$ cat src/rtl/pipeline_pkg.sv
// Shared types and widths for the memory stage (EX/MEM register, data-memory
// handshake, MEM/WB register).
package pipeline_pkg;

    localparam int DATA_W         = 22;
    localparam int RA_W           = 4;
    localparam int TIMEOUT_CYCLES = 15;

    // Controls carried through EX/MEM
    typedef struct packed {
        logic pc_src;
        logic reg_write;
        logic mem_write;
        logic mem_to_reg;
    } mem_ctrl_t;

    // Controls carried through MEM/WB
    typedef struct packed {
        logic pc_src;
        logic reg_write;
        logic mem_to_reg;
    } wb_ctrl_t;

    typedef enum logic {
        IDLE   = 1'b0,
        ACCESS = 1'b1
    } dmem_state_t;

    // Drop the controls that are consumed in M before handing them to W
    function automatic wb_ctrl_t to_wb_ctrl(input mem_ctrl_t c);
        wb_ctrl_t w;
        w.pc_src     = c.pc_src;
        w.reg_write  = c.reg_write;
        w.mem_to_reg = c.mem_to_reg;
        return w;
    endfunction

endpackage

$ cat src/rtl/dmem_handshake.sv
// Data-memory req/ack controller: access FSM, wait counter and optional abort.
// Optional feature: define DMEM_TIMEOUT_EN to abort an access after
// TIMEOUT_CYCLES wait cycles and raise a sticky error flag.
//
//  state  | meaning
//  -------+-----------------------------------------------------------
//  IDLE   | no access outstanding; a new mem op may start this cycle
//  ACCESS | mem op in EX/MEM has been requested and is waiting for ack
module dmem_handshake #(
    parameter int TIMEOUT_CYCLES = pipeline_pkg::TIMEOUT_CYCLES
) (
    input  logic clk,
    input  logic rst,
    input  logic mem_op_i,
    input  logic ack_i,
    output logic dmem_req_o,
    output logic stall_o,
    output logic ack_take_o,
    output logic abort_o,
    output logic mem_error_o
);
    import pipeline_pkg::*;

    localparam int WAIT_W = $clog2(TIMEOUT_CYCLES + 1);

    dmem_state_t       state_q, state_d;
    logic [WAIT_W-1:0] wait_cnt_q, wait_cnt_d;
    logic              timeout;

`ifdef DMEM_TIMEOUT_EN
    logic err_q, err_d;

    // Abort only when the wait budget is used up and the RAM still has not answered
    assign timeout     = mem_op_i && (state_q == ACCESS) && !ack_i &&
                         (wait_cnt_q == WAIT_W'(TIMEOUT_CYCLES));
    assign err_d       = err_q | timeout;
    assign mem_error_o = err_q;

    // Sticky error flag, cleared only by reset
    always_ff @(posedge clk or negedge rst) begin
        if (!rst) err_q <= 1'b0;
        else      err_q <= err_d;
    end
`else
    assign timeout     = 1'b0;
    assign mem_error_o = 1'b0;
`endif

    // Request and stall come straight from the EX/MEM register so a zero-wait RAM costs no cycle
    assign dmem_req_o = mem_op_i & ~timeout;
    assign stall_o    = mem_op_i & ~ack_i & ~timeout;
    assign ack_take_o = mem_op_i & ack_i;
    assign abort_o    = timeout;

    // Next state and wait count; the count covers every unacknowledged cycle of the access
    always_comb begin
        state_d    = IDLE;
        wait_cnt_d = '0;
        if (stall_o) begin
            state_d = ACCESS;
            if (state_q == ACCESS)
                wait_cnt_d = (wait_cnt_q == '1) ? wait_cnt_q : wait_cnt_q + 1'b1;
            else
                wait_cnt_d = WAIT_W'(1);
        end
    end

    // FSM and wait counter registers
    always_ff @(posedge clk or negedge rst) begin
        if (!rst) begin
            state_q    <= IDLE;
            wait_cnt_q <= '0;
        end else begin
            state_q    <= state_d;
            wait_cnt_q <= wait_cnt_d;
        end
    end

endmodule

$ cat src/rtl/memory_stage.sv
// Memory stage: EX/MEM pipeline register, data-memory access control and
// MEM/WB pipeline register. Stalls the front of the pipe while a data access
// waits for ack.
// Optional feature: define DMEM_TIMEOUT_EN to abort stuck accesses.
module memory_stage #(
    parameter int DATA_W         = pipeline_pkg::DATA_W,
    parameter int RA_W           = pipeline_pkg::RA_W,
    parameter int TIMEOUT_CYCLES = pipeline_pkg::TIMEOUT_CYCLES
) (
    input  logic              clk,
    input  logic              rst,
    input  logic [DATA_W-1:0] alu_result_e,
    input  logic [DATA_W-1:0] write_data_e,
    input  logic [RA_W-1:0]   wa3_e,
    input  logic              pc_src_e,
    input  logic              reg_write_e,
    input  logic              mem_write_e,
    input  logic              mem_to_reg_e,
    input  logic              flush_m,
    output logic [DATA_W-1:0] alu_result_memory,
    output logic              dmem_req,
    output logic              dmem_we,
    output logic [DATA_W-1:0] dmem_addr,
    output logic [DATA_W-1:0] dmem_wdata,
    input  logic [DATA_W-1:0] dmem_rdata,
    input  logic              dmem_ack,
    output logic              stall_mem,
    output logic [DATA_W-1:0] read_data_w,
    output logic [DATA_W-1:0] alu_result_w,
    output logic [RA_W-1:0]   wa3_w,
    output logic              reg_write_w,
    output logic              mem_to_reg_w,
    output logic              pc_src_w,
    output logic              mem_error
);
    import pipeline_pkg::*;

    mem_ctrl_t         ctrl_m_q;
    logic [DATA_W-1:0] alu_m_q;
    logic [DATA_W-1:0] wdata_m_q;
    logic [RA_W-1:0]   wa3_m_q;

    wb_ctrl_t          ctrl_w_q;
    logic [DATA_W-1:0] alu_w_q;
    logic [DATA_W-1:0] rdata_w_q;
    logic [RA_W-1:0]   wa3_w_q;

    logic mem_op;
    logic ack_take;
    logic abort;

    assign mem_op = ctrl_m_q.mem_write | ctrl_m_q.mem_to_reg;

    dmem_handshake #(
        .TIMEOUT_CYCLES (TIMEOUT_CYCLES)
    ) u_hs (
        .clk         (clk),
        .rst         (rst),
        .mem_op_i    (mem_op),
        .ack_i       (dmem_ack),
        .dmem_req_o  (dmem_req),
        .stall_o     (stall_mem),
        .ack_take_o  (ack_take),
        .abort_o     (abort),
        .mem_error_o (mem_error)
    );

    // Address, data and direction come from the held EX/MEM register, so they stay stable while stalled
    assign alu_result_memory = alu_m_q;
    assign dmem_addr         = alu_m_q;
    assign dmem_wdata        = wdata_m_q;
    assign dmem_we           = ctrl_m_q.mem_write;

    assign alu_result_w = alu_w_q;
    assign read_data_w  = rdata_w_q;
    assign wa3_w        = wa3_w_q;
    assign reg_write_w  = ctrl_w_q.reg_write;
    assign mem_to_reg_w = ctrl_w_q.mem_to_reg;
    assign pc_src_w     = ctrl_w_q.pc_src;

    // EX/MEM register: advances unless stalled; a flush turns the incoming op into a bubble
    always_ff @(posedge clk or negedge rst) begin
        if (!rst) begin
            ctrl_m_q  <= '0;
            alu_m_q   <= '0;
            wdata_m_q <= '0;
            wa3_m_q   <= '0;
        end else if (!stall_mem) begin
            alu_m_q   <= alu_result_e;
            wdata_m_q <= write_data_e;
            wa3_m_q   <= wa3_e;
            if (flush_m) begin
                ctrl_m_q <= '0;
            end else begin
                ctrl_m_q.pc_src     <= pc_src_e;
                ctrl_m_q.reg_write  <= reg_write_e;
                ctrl_m_q.mem_write  <= mem_write_e;
                ctrl_m_q.mem_to_reg <= mem_to_reg_e;
            end
        end
    end

    // MEM/WB register: bubbles while stalled so a waiting op writes back exactly once; aborted ops never write back
    always_ff @(posedge clk or negedge rst) begin
        if (!rst) begin
            ctrl_w_q <= '0;
            alu_w_q  <= '0;
            wa3_w_q  <= '0;
        end else if (stall_mem) begin
            ctrl_w_q <= '0;
        end else begin
            alu_w_q  <= alu_m_q;
            wa3_w_q  <= wa3_m_q;
            ctrl_w_q <= abort ? wb_ctrl_t'('0) : to_wb_ctrl(ctrl_m_q);
        end
    end

    // Load data is captured only on the cycle the RAM acknowledges
    always_ff @(posedge clk or negedge rst) begin
        if (!rst)          rdata_w_q <= '0;
        else if (ack_take) rdata_w_q <= dmem_rdata;
    end

endmodule

$ cat config.mk
export PLATFORM = sky130hd
export DESIGN_NAME = memory_stage
export DESIGN_NICKNAME = d
export VERILOG_FILES = /design/src/rtl/pipeline_pkg.sv /design/src/rtl/dmem_handshake.sv /design/src/rtl/memory_stage.sv
export SDC_FILE = /design/constraint.sdc
export NUM_CORES = 1
export LEC_CHECK = 0
export ABC_CLOCK_PERIOD_IN_PS = 3200
export CORE_ASPECT_RATIO = 1.25
export CORE_MARGIN = 2
export CORE_UTILIZATION = 43
export CTS_CLUSTER_DIAMETER = 30
export CTS_CLUSTER_SIZE = 25
export DETAILED_ROUTE_END_ITERATION = 16
export GPL_TIMING_DRIVEN = 0
export PLACE_DENSITY_LB_ADDON = 0.12
export SETUP_SLACK_MARGIN = 0.3
export SLEW_MARGIN = 10
export SYNTH_ARGS = -nofsm -noshare
export SYNTH_HDL_FRONTEND = slang
export SYNTH_SLANG_ARGS = --single-unit
$ cat constraint.sdc
create_clock -name clk -period 3.2 [get_ports clk]
set_input_delay 0.48 -clock clk [delete_from_list [all_inputs] [get_ports clk]]
set_output_delay 0.48 -clock clk [all_outputs]
set_load 0.05 [all_outputs]
==> results.cfg <==
[synthesis]
ys_ff_latch = 103
synthXorXnorAreaFrac_pct = 0
synth-compound-area-share_pct = 0.7440
synth_cell_types = 17
synth-seq-area-share_pct = 63.86
syn-mean-instance-area_um2 = 16.15
syn-num-nets = 328
ys_warn_count = 0
synth-simple-area-share_pct = 1.395
synth_mux_area_share_pct = 27.99
synth_adder_area_share_pct = 0
syn-cell-area_um2 = 4036
synth_top_family_by_area = multiplexers
syn_inst = 250

[placed_design]
pre_cts_ws_ps = 223.9
dp_hpwl_um = 6956
placed_cells = 571
portBuffers = 197
routabilityCongestion = 0.7267
placedInstanceArea_um2 = 6191

[routing]
wire_per_inst_um = 15.47
vias = 2707
wirelength_um = 9080
first_pass_iters = 4
viasPerCell = 4.612
drc_errors = 0
ant_nets = 0
drtIter0Drc = 49

[pwr]
leakage_uw = 0.002755
peakVddDrop_v = 0.0003660
finalPower_uw = 4347
powerDensity_nw_per_um2 = 674.2

[sta]
layout_min_cycle_time_ps = 2689
finalWorstSetupSlack_ps = 511.0
setup_violations = 0
worst_pin_slew_ps = 548.7
slew_headroom_pct = 63.30
rsz0062_at_grt = no
finalSetupTns_ps = 0
timing.fmax_ghz = 0.3719
period_share_pct = 84.03
slew_violations = 0
finalHoldViolCount = 0
fin_skew_ps = 6.597

[final_layout]
drive_gt1_share_pct = 31.90
fillerInstances = 642
multi_input_area_um2 = 1220
layout.nets = 537
final_common_cell = clkdlybuf4s50_1
final_cells = 587
area_growth_pct = 59.76
num_antenna_cells = 0
final_cell_area_um2 = 6449
final_cell_mix = 195 x clkdlybuf4s50_1, 103 x dfrtp_1, 90 x mux2_2, 24 x buf_4, 9 x clkbuf_16
ff_latch_area_um2 = 2577

[global_routing]
grtUsageMet1_pct = 22.06
grt_pass1_wl_um = 14830
grt-busiest-layer = met2
met3_usage_pct = 6.711
track_usage_pct = 18.71
antenna_found_initial = 0
grt_use_met2_pct = 31.34
grt_max_degree = 57
grt_pass1_vias = 2914
grt.overflow.total = 0

[critical_path]
cp_data_required_time_ps = 2720
crit_path_start_kind = input port
critPathSlowestCell = dlygate4sd2_1
crit_chain = clkdlybuf4s50_1, o21bai_2, buf_4, buf_6, inv_1, dlygate4sd2_1
r2r_cells = 4
setup.worst_path.end_class = output pin
critical_path_class = input port to output pin
cpPeakStageDelay_ps = 540
r2r-start = ctrl_m_q[0]$_DFFE_PN0N_
rrSetupSlack_ps = 1590
cp.arrival_ps = 2210
critPathMaxFanout = 10
rr_endpoint = alu_result_memory[11]$_DFFE_PN0N_

[clock_tree]
htreeDepth = 3
clockBufferDepth = 2
cts_buffers = 9
cts_tree = yes
clkLatencyLatePin_ps = 340
clock-root-buffer = clkbuf_16
path_clk_slew_ps = 60
cts.sinks = 103

[floorplanning]
dieWidth_um = 90.66
rows = 39
num_io_pins = 199
start_util_pct = 44.23
die_y_um = 112.3
core_um2 = 9125
dieArea_um2 = 10180

[job]
max_cap_viol_count = 0

[outcome]
status = completed

[worst_hold_path]
hp-class = input port to async pin
-- sequential cells by signal, summed over array words and instances (netlist names) --
name and cells:
dmem_we 1, read_data_w 22, alu_result_w 22, pc_src_w 1
reg_write_w 1, ctrl_m_q 3, alu_result_memory 22, wa3_m_q 4
mem_to_reg_w 1, dmem_wdata 22, wa3_w 4
-- cells by family after synthesis --
group,count (synthesis)
buf+inv,35
other cells,1
mux,98
simple gates,9
flops,103
compound gates,4
-- worst max path at each step --
| stage | from | endpoint | slack, ps |
|---|---|---|---|
| final | dmem_ack | stall_mem | 510 |
| after global routing | dmem_ack | stall_mem | 390 |
| after CTS | dmem_ack | stall_mem | 500 |
| after detailed placement | dmem_ack | stall_mem | 220 |
| after global placement | rst | dmem_wdata[5]$_DFFE_PN0N_ | -2210 |
| after floorplan | dmem_we$_DFFE_PN0N_ | stall_mem | 1260 |
-- metrics by stage --
stage	utilization [%]	hold WS (ps)
after floorplan	-	184.4
after global routing	70.67	96.74
after CTS	70.67	77.41
after detailed placement	67.85	441.7
after global placement	67.53	465.3
final	70.67	72.31
-- power breakdown --
group	internal [µW]	switching [µW]
clock	524	441
sequential	1500	117
combinational	691	1070
-- synth_stat cells --
cell	number	area, µm²
conb_1	1	3.750
mux2_4	7	105.1
o21ai_1	1	5.000
inv_1	2	7.510
mux2_1	1	11.26
and2_1	3	18.77
o21bai_2	1	11.26
buf_6	1	11.26
buf_4	24	180.2
buf_2	8	40.04
o21ai_0	1	5.000
dfrtp_1	103	2577
or2_2	1	6.260
nand2b_1	2	12.51
mux2_2	90	1013
a31o_2	1	8.760
nor2b_1	3	18.77
-- final cells by class --
type	instances	share of cell area, %
plain buffers	33	3.589
clock buffers	12	3.667
clock inverters	4	0.3492
inverters	2	0.1164
multi-input cells	112	18.92
flip-flops and latches	103	39.97
well taps	123	2.387
repair buffers	198	31.01
-- worst max-delay path: cells and delay by family --
family	cells	cell delay, ps
AO/OA/AOI/OAI	1	290
buffers and inverters	5	1440
-- routing by layer --
metal / routed length, µm / up-vias
met1: 3443 / 1328
met4: 172 / 0
li1: - / 1247
met5: 0 / -
met2: 4635 / 120
met3: 829 / 12
-- repair_timing --
action | 4_1_cts | 5_1_grt
hold buffers | 0 | 0
endpoints found under the setup margin | 1 | 0
gates resized for setup | 1 | 0
setup buffers | 0 | 0
Power figures use the tool's default switching activity.
